`src/rtl/seq_multiplier.sv`:
```
// Sequential shift-add multiplier, signed or unsigned, W-bit operands to a 2W-bit product.
// Signed operands are reduced to magnitudes and the product sign is restored in FIX.
module seq_multiplier #(
  parameter int W = 3
) (
  input  logic           clk,
  input  logic           rst,
  input  logic           start,
  input  logic           sgn,
  input  logic [W-1:0]   a,
  input  logic [W-1:0]   b,
  output logic [2*W-1:0] p,
  output logic           busy,
  output logic           done
);

  localparam int CW = (W > 2) ? $clog2(W) : 1;

  typedef enum logic [1:0] {IDLE, RUN, FIX} state_t;

  state_t         state;
  logic [2*W-1:0] acc;
  logic [2*W-1:0] mcand;
  logic [W-1:0]   mplier;
  logic [CW-1:0]  cnt;
  logic           s;
  logic [W-1:0]   mag_a;
  logic [W-1:0]   mag_b;

  // Negating the most negative value yields 2^(W-1), which fits as a W-bit unsigned magnitude.
  always_comb begin
    mag_a = (sgn && a[W-1]) ? (~a + 1'b1) : a;
    mag_b = (sgn && b[W-1]) ? (~b + 1'b1) : b;
  end

  always_ff @(posedge clk or posedge rst) begin
    if (rst) begin
      state  <= IDLE;
      acc    <= '0;
      mcand  <= '0;
      mplier <= '0;
      cnt    <= '0;
      s      <= 1'b0;
      p      <= '0;
      busy   <= 1'b0;
      done   <= 1'b0;
    end else begin
      done <= 1'b0;
      case (state)
        IDLE: begin
          if (start) begin
            mcand  <= {{W{1'b0}}, mag_a};
            mplier <= mag_b;
            s      <= sgn & (a[W-1] ^ b[W-1]);
            acc    <= '0;
            cnt    <= '0;
            busy   <= 1'b1;
            state  <= RUN;
          end
        end
        RUN: begin
          if (mplier[0]) acc <= acc + mcand;
          mplier <= mplier >> 1;
          mcand  <= mcand << 1;
          cnt    <= cnt + 1'b1;
          if (cnt == CW'(W - 1)) state <= FIX;
        end
        FIX: begin
          p     <= s ? (~acc + 1'b1) : acc;
          done  <= 1'b1;
          busy  <= 1'b0;
          state <= IDLE;
        end
        default: state <= IDLE;
      endcase
    end
  end

endmodule

```
`config.mk`:
```
export PLATFORM = sky130hd
export DESIGN_NAME = seq_multiplier
export DESIGN_NICKNAME = d
export VERILOG_FILES = /design/src/rtl/seq_multiplier.sv
export SDC_FILE = /design/constraint.sdc
export NUM_CORES = 1
export LEC_CHECK = 0
export ABC_AREA = 1
export BUFFER_PORTS_ARGS = -buffer_cell sky130_fd_sc_hd__buf_2
export CAP_MARGIN = 20
export CORE_UTILIZATION = 45
export CTS_CLUSTER_DIAMETER = 100
export DETAILED_ROUTE_END_ITERATION = 7
export GPL_ROUTABILITY_DRIVEN = 0
export PLACE_DENSITY = 0.65
export SLEW_MARGIN = 20
export SYNTH_ARGS = -nofsm -noshare
export SYNTH_HDL_FRONTEND = slang
export SYNTH_SLANG_ARGS = --single-unit
```
`constraint.sdc`:
```
create_clock -name clk -period 1.7 [get_ports clk]
set_input_delay 0.255 -clock clk [delete_from_list [all_inputs] [get_ports clk]]
set_output_delay 0.255 -clock clk [all_outputs]
set_load 0.01 [all_outputs]
```
* Word level (Yosys, flattened, before mapping)
Cells that the tools add are included.
** Operators by class
- Bitwise logic cells :: 5
- Equality and inequality tests :: 6
- Mux-type cells :: 18
- $add $sub $neg :: 5
- Reductions and logical operators :: 10
** Operators with widths (count)
- 6-bit 2-to-1 mux :: 4
- 6-bit case mux with 2 select lines :: 2
- 3-bit 2-to-1 mux :: 3
- 2-bit case mux with 2 select lines :: 2
- 2-bit AND reduction :: 4
- 3-bit by 1-bit adder with 3-bit output (second input constant) :: 2
- 6-bit by 1-bit adder with 6-bit output (second input constant) :: 1
- 6-bit adder :: 1
- 2-bit 2-to-1 mux :: 3
- 2-bit != test (second input constant) :: 3
- 3-bit inverter :: 2
- 6-bit inverter :: 1
- 3-bit case mux with 2 select lines :: 1
- 2-bit == test (second input constant) :: 2
- 2-bit nonzero test :: 2
- 3-bit AND reduction :: 1
- 2-bit by 1-bit adder with 2-bit output (second input constant) :: 1
- 2-bit by 1-bit == test with 1-bit output (second input constant) :: 1
- 1-bit logical AND :: 2
- 2-bit logical NOT :: 1
- 1-bit 2-to-1 mux :: 2
- 1-bit case mux with 2 select lines :: 1
- 1-bit bitwise AND :: 1
- 1-bit bitwise XOR :: 1
** Storage, ports and cells
- Bits of input ports :: 10
- Register bits :: 28
- Output and inout bits :: 8

* Logic depth before layout (Yosys ltp)
- Depth after elaboration :: 5
- Depth in mapped cells :: 8
- Depth with buffers taken out :: 8

* Worst setup path after synthesis
Ideal clock, no wire load.
- Path kind :: register -> register
- Start :: register acc[0]
- End :: register acc[4]
- Arrival :: 1.473 ns
- Required time :: 1.583 ns
- Stages on the path, launching flop included :: 8
- Path slack :: 0.109 ns
- Setup time :: 0.117 ns
- Path through :: dfrtp_1 > ha_1 > fa_1 > nand3_1 > nand2_1 > or2_2 > nand3_1 > nand2_1
** On the way
- Word-level cells in the longest chain between the ends :: 3
** Ends and longest elaborated chain
- start: declaration :: line 22 : logic [2*W-1:0] acc;
- start signal: assignment :: line 62 : if (mplier[0]) acc <= acc + mcand;
- 6-bit adder :: line 62
- 6-bit 2-to-1 mux :: line 62
- 6-bit case mux with 2 select lines :: line 49 : case (state)
No other way between the ends. The select of a mux whose other input is x is not followed.
A chain may end at the register's enable or synchronous reset.

* Final worst setup path
Ends and elaborated chain as after synthesis.

==> results.md <==
- For this run, design rule violations remaining after detail routing come to 0.
- Measured against its own limit, the worst slew margin works out to 0.739.
- The clock buffer count from CTS is 3.
- At the worst endpoint, the arrival time is 1860 ps.
- The routed via count is about 1200.
- The quantity of I/O buffers inserted on ports is 17.
- The count of boundary I/O pins is 18.
- The max capacitance violation total is 0.
- The finished layout holds 243 standard cells, fillers aside.
- The class of the worst hold path is primary input to register.
- In the final layout, the share of cells above drive strength 1 is 0.206.
- The via count of the first global-routing pass was ~1100.
- The depth of the CTS H-tree is 1.
- The critical path is of the register to register type.
- The final net count is 220.
- The area growth from synthesis to layout is 14.6%.
- The mean routed wirelength per cell is 11.6 um.
- By area the synthesized netlist is led by sky130_fd_sc_hd__dfrtp_1, sky130_fd_sc_hd__nand2_1, sky130_fd_sc_hd__ha_1.
- The number of flip-flops and latches in the synthesized netlist is 28.
- The synthesized netlist contains 25 unique library cells.
- The placed wire-length estimate is around 2.1 mm.
- Row generation in the floorplan step produced 20 rows.
- The aggregate global-route resource usage is 0.190.
- The clock slew seen by the registers of the worst setup and hold paths is approximately 150 ps.
- The share of synthesized area in the top cell type comes to 0.477.
- In the finished design, the share of the clock period the worst path needs comes to 0.952.
- The initial utilization of the core area, before any placement, comes to 0.478.
- 0 antenna diodes ended up in the layout.
- Synthesis produced a netlist with a net count of around 200.
- Between clock sinks in the finished design, the worst skew comes to 5.84 ps.
- The average cell area after synthesis is between 8 and 9 um2.
- STA classifies the critical path endpoint as a register.
- TritonCTS built the clock tree.
- The first detailed-routing pass took 4 iterations.
- The number of pins with negative max-slew slack in the final report is 0.
- The final sum of negative setup slack is 0 ps.
- The synthesis warning total is 0.
- The count of endpoints failing hold in the final timing report is 0.
- At the later pin of the worst-skew pair, clock insertion delay measures 330 ps.
- After technology mapping, the gate count stands at about 180.
- The overall die area is approximately 3500 um2.
- The smallest hold slack is around 160 ps.
- The first global-routing pass estimated 4.92 mm of wire.
- In the routed layout, each cell is associated on average with a via count of around 5.0.
- Setup violations remaining at the end of the flow were counted as 0.
- The flow ran to the end, and the final reports show no timing, DRC or antenna violations.
- Of all nets on the critical path, the largest fanout is 2.
- In the synthesized netlist, the cells that appear most often are sky130_fd_sc_hd__nand2_1, sky130_fd_sc_hd__dfrtp_1, sky130_fd_sc_hd__inv_1, sky130_fd_sc_hd__nand3_1, sky130_fd_sc_hd__o21ai_1.
- In the synthesized netlist the dominant register cell turns out to be sky130_fd_sc_hd__dfrtp_1.
- The remaining antenna violation count is 0.
- The share of the Yosys chip area taken by registers is 0.477.
- The number of antenna violations at the first check in global routing is 0.
- The cell leakage power is roughly 0.9 nW.
- The maximum operating frequency is 618 MHz.
- The library cell with the largest summed area after synthesis is sky130_fd_sc_hd__dfrtp_1.
- For the worst setup path, the data required time is 1940 ps.
- CTS saw 28 sinks.
- The completed layout was analyzed and its total power is roughly 2.7 mW.
- In this run, synthesis inferred 0 flip-flops with an integrated enable.
- The core region is ~3100 um2.
- The chip height is between 50 and 60 um.
- The clock passes through at most 2 buffers.
- The startpoint kind of the worst setup timing path is a register.
- The detailed-route wire length is approximately 2.8 mm.
- The cell sitting at the root of the clock tree is a sky130_fd_sc_hd__clkbuf_4.
- The die is slightly below 60 um wide.
- Summed over all layers, the global routing overflow is 0.
- In the post-synthesis netlist, the cell with the most instances is sky130_fd_sc_hd__nand2_1.
- Summing every instance area after synthesis gives approximately 1500 um2.
- The total placed cells including tap cells is 237.
- The smallest clock period supported by the final layout is computed as 1620 ps.
- For this run, asynchronously set or reset flops after synthesis account for 1.00.
- Power spread over the standard cell area amounts to 1600 nW/um2.
- The transition time of the tightest slew-check pin is ~390 ps.
- Entering global routing, the biggest net connects 29 pins.
- The worst-case IR drop observed on VDD is roughly 0.59 mV.
- The detailed router finished its first iteration with 44 violations.
kinds of logic after synthesis:
group | Yosys count | share of synthesized area
buffers and inverters | 31 | 0.0817
xor gates and xnor gates | 3 | 0.0179
and+or+nand+nor | 75 | 0.217
adders and majority gates | 10 | 0.0902
AOI/OAI and AO/OA | 30 | 0.117
DFF | 28 | 0.477
cell usage in the layout (no fill, tap or decap), drive strengths merged, types with 2 or more instances in the layout:
cell type | netlist | final
nand2 | 50 | 50
dfrtp | 28 | 28
inv | 28 | 28
buf | 2 | 19
o21ai | 18 | 18
nand3 | 14 | 14
ha | 9 | 9
nor2 | 9 | 9
a21oi | 4 | 4
o221ai | 3 | 3
clkbuf | 0 | 3
o22ai | 2 | 2
xnor2 | 2 | 2
metrics by stage:
step / setup WS, ps / area (um2) / util
after floorplan: 109 / 1470 / -
after global placement: 70.2 / 1610 / 0.522
after detailed placement: 25.5 / 1610 / 0.522
after CTS: 1.36 / 1670 / 0.543
after global routing: -0.628 / 1690 / 0.548
final: 81.9 / 1690 / 0.548
report_power, final:
part           internal, mW  leakage (nW)  total (mW)  switching (mW)
Sequential            0.912         0.364        1.11           0.194
Clock                 0.239        0.0279       0.442           0.203
Combinational         0.446         0.505        1.15           0.704
flip-flops by register name, summed over array words and instances, names as in the netlist:
| signal | cells |
|---|---|
| acc | 6 |
| busy | 1 |
| cnt | 2 |
| done | 1 |
| mcand | 6 |
| mplier | 3 |
| p | 6 |
| s | 1 |
| state | 2 |
area by class of cell:
type / instances / area, um2
clock buffers: 3 / 22.5
clock inverters: 1 / 30.0
fillers: 289 / 1390
inverters: 29 / 110
multi-input cells: 118 / 657
flip-flops and latches: 28 / 701
well taps: 44 / 55.1
repair buffers: 20 / 110
layer usage:
| metal | part of all wire | wire (um) | global-route usage |
|---|---|---|---|
| met2 | 0.49 | 1380 | 0.326 |
| met1 | 0.45 | 1270 | 0.236 |
| met5 | 0 | 0 | 0 |
| met4 | 0.020 | 55 | 0.0884 |
| met3 | 0.039 | 110 | 0.0262 |
repair_timing:
item,in CTS,in global routing
hold endpoints to repair,28,0
resized for setup,0,3
endpoints found under the setup margin,0,1
setup buffers,0,1
hold buffers,1,0
worst max-delay path, cell delays in order, from the launching register on:
cell and delay, ps:
sky130_fd_sc_hd__dfrtp_1 430, sky130_fd_sc_hd__ha_2 210, sky130_fd_sc_hd__fa_2 350, sky130_fd_sc_hd__nand3_1 100
sky130_fd_sc_hd__nand2_2 70, sky130_fd_sc_hd__or2_2 270, sky130_fd_sc_hd__nand3_1 70, sky130_fd_sc_hd__nand2_1 50
worst paths after layout:
path,cells past startpoint,slack (ps),endpoint,start
max,7,80,acc[4],acc[0]
min,3,160,mcand[0],a[0]
max reg2reg,7,80,acc[4],acc[0]
min reg2reg,2,490,busy,busy
max in group asynchronous,4,940,acc[4],rst
min in group asynchronous,4,500,p[0],rst
Note: power is estimated with default switching activity, not from simulation.
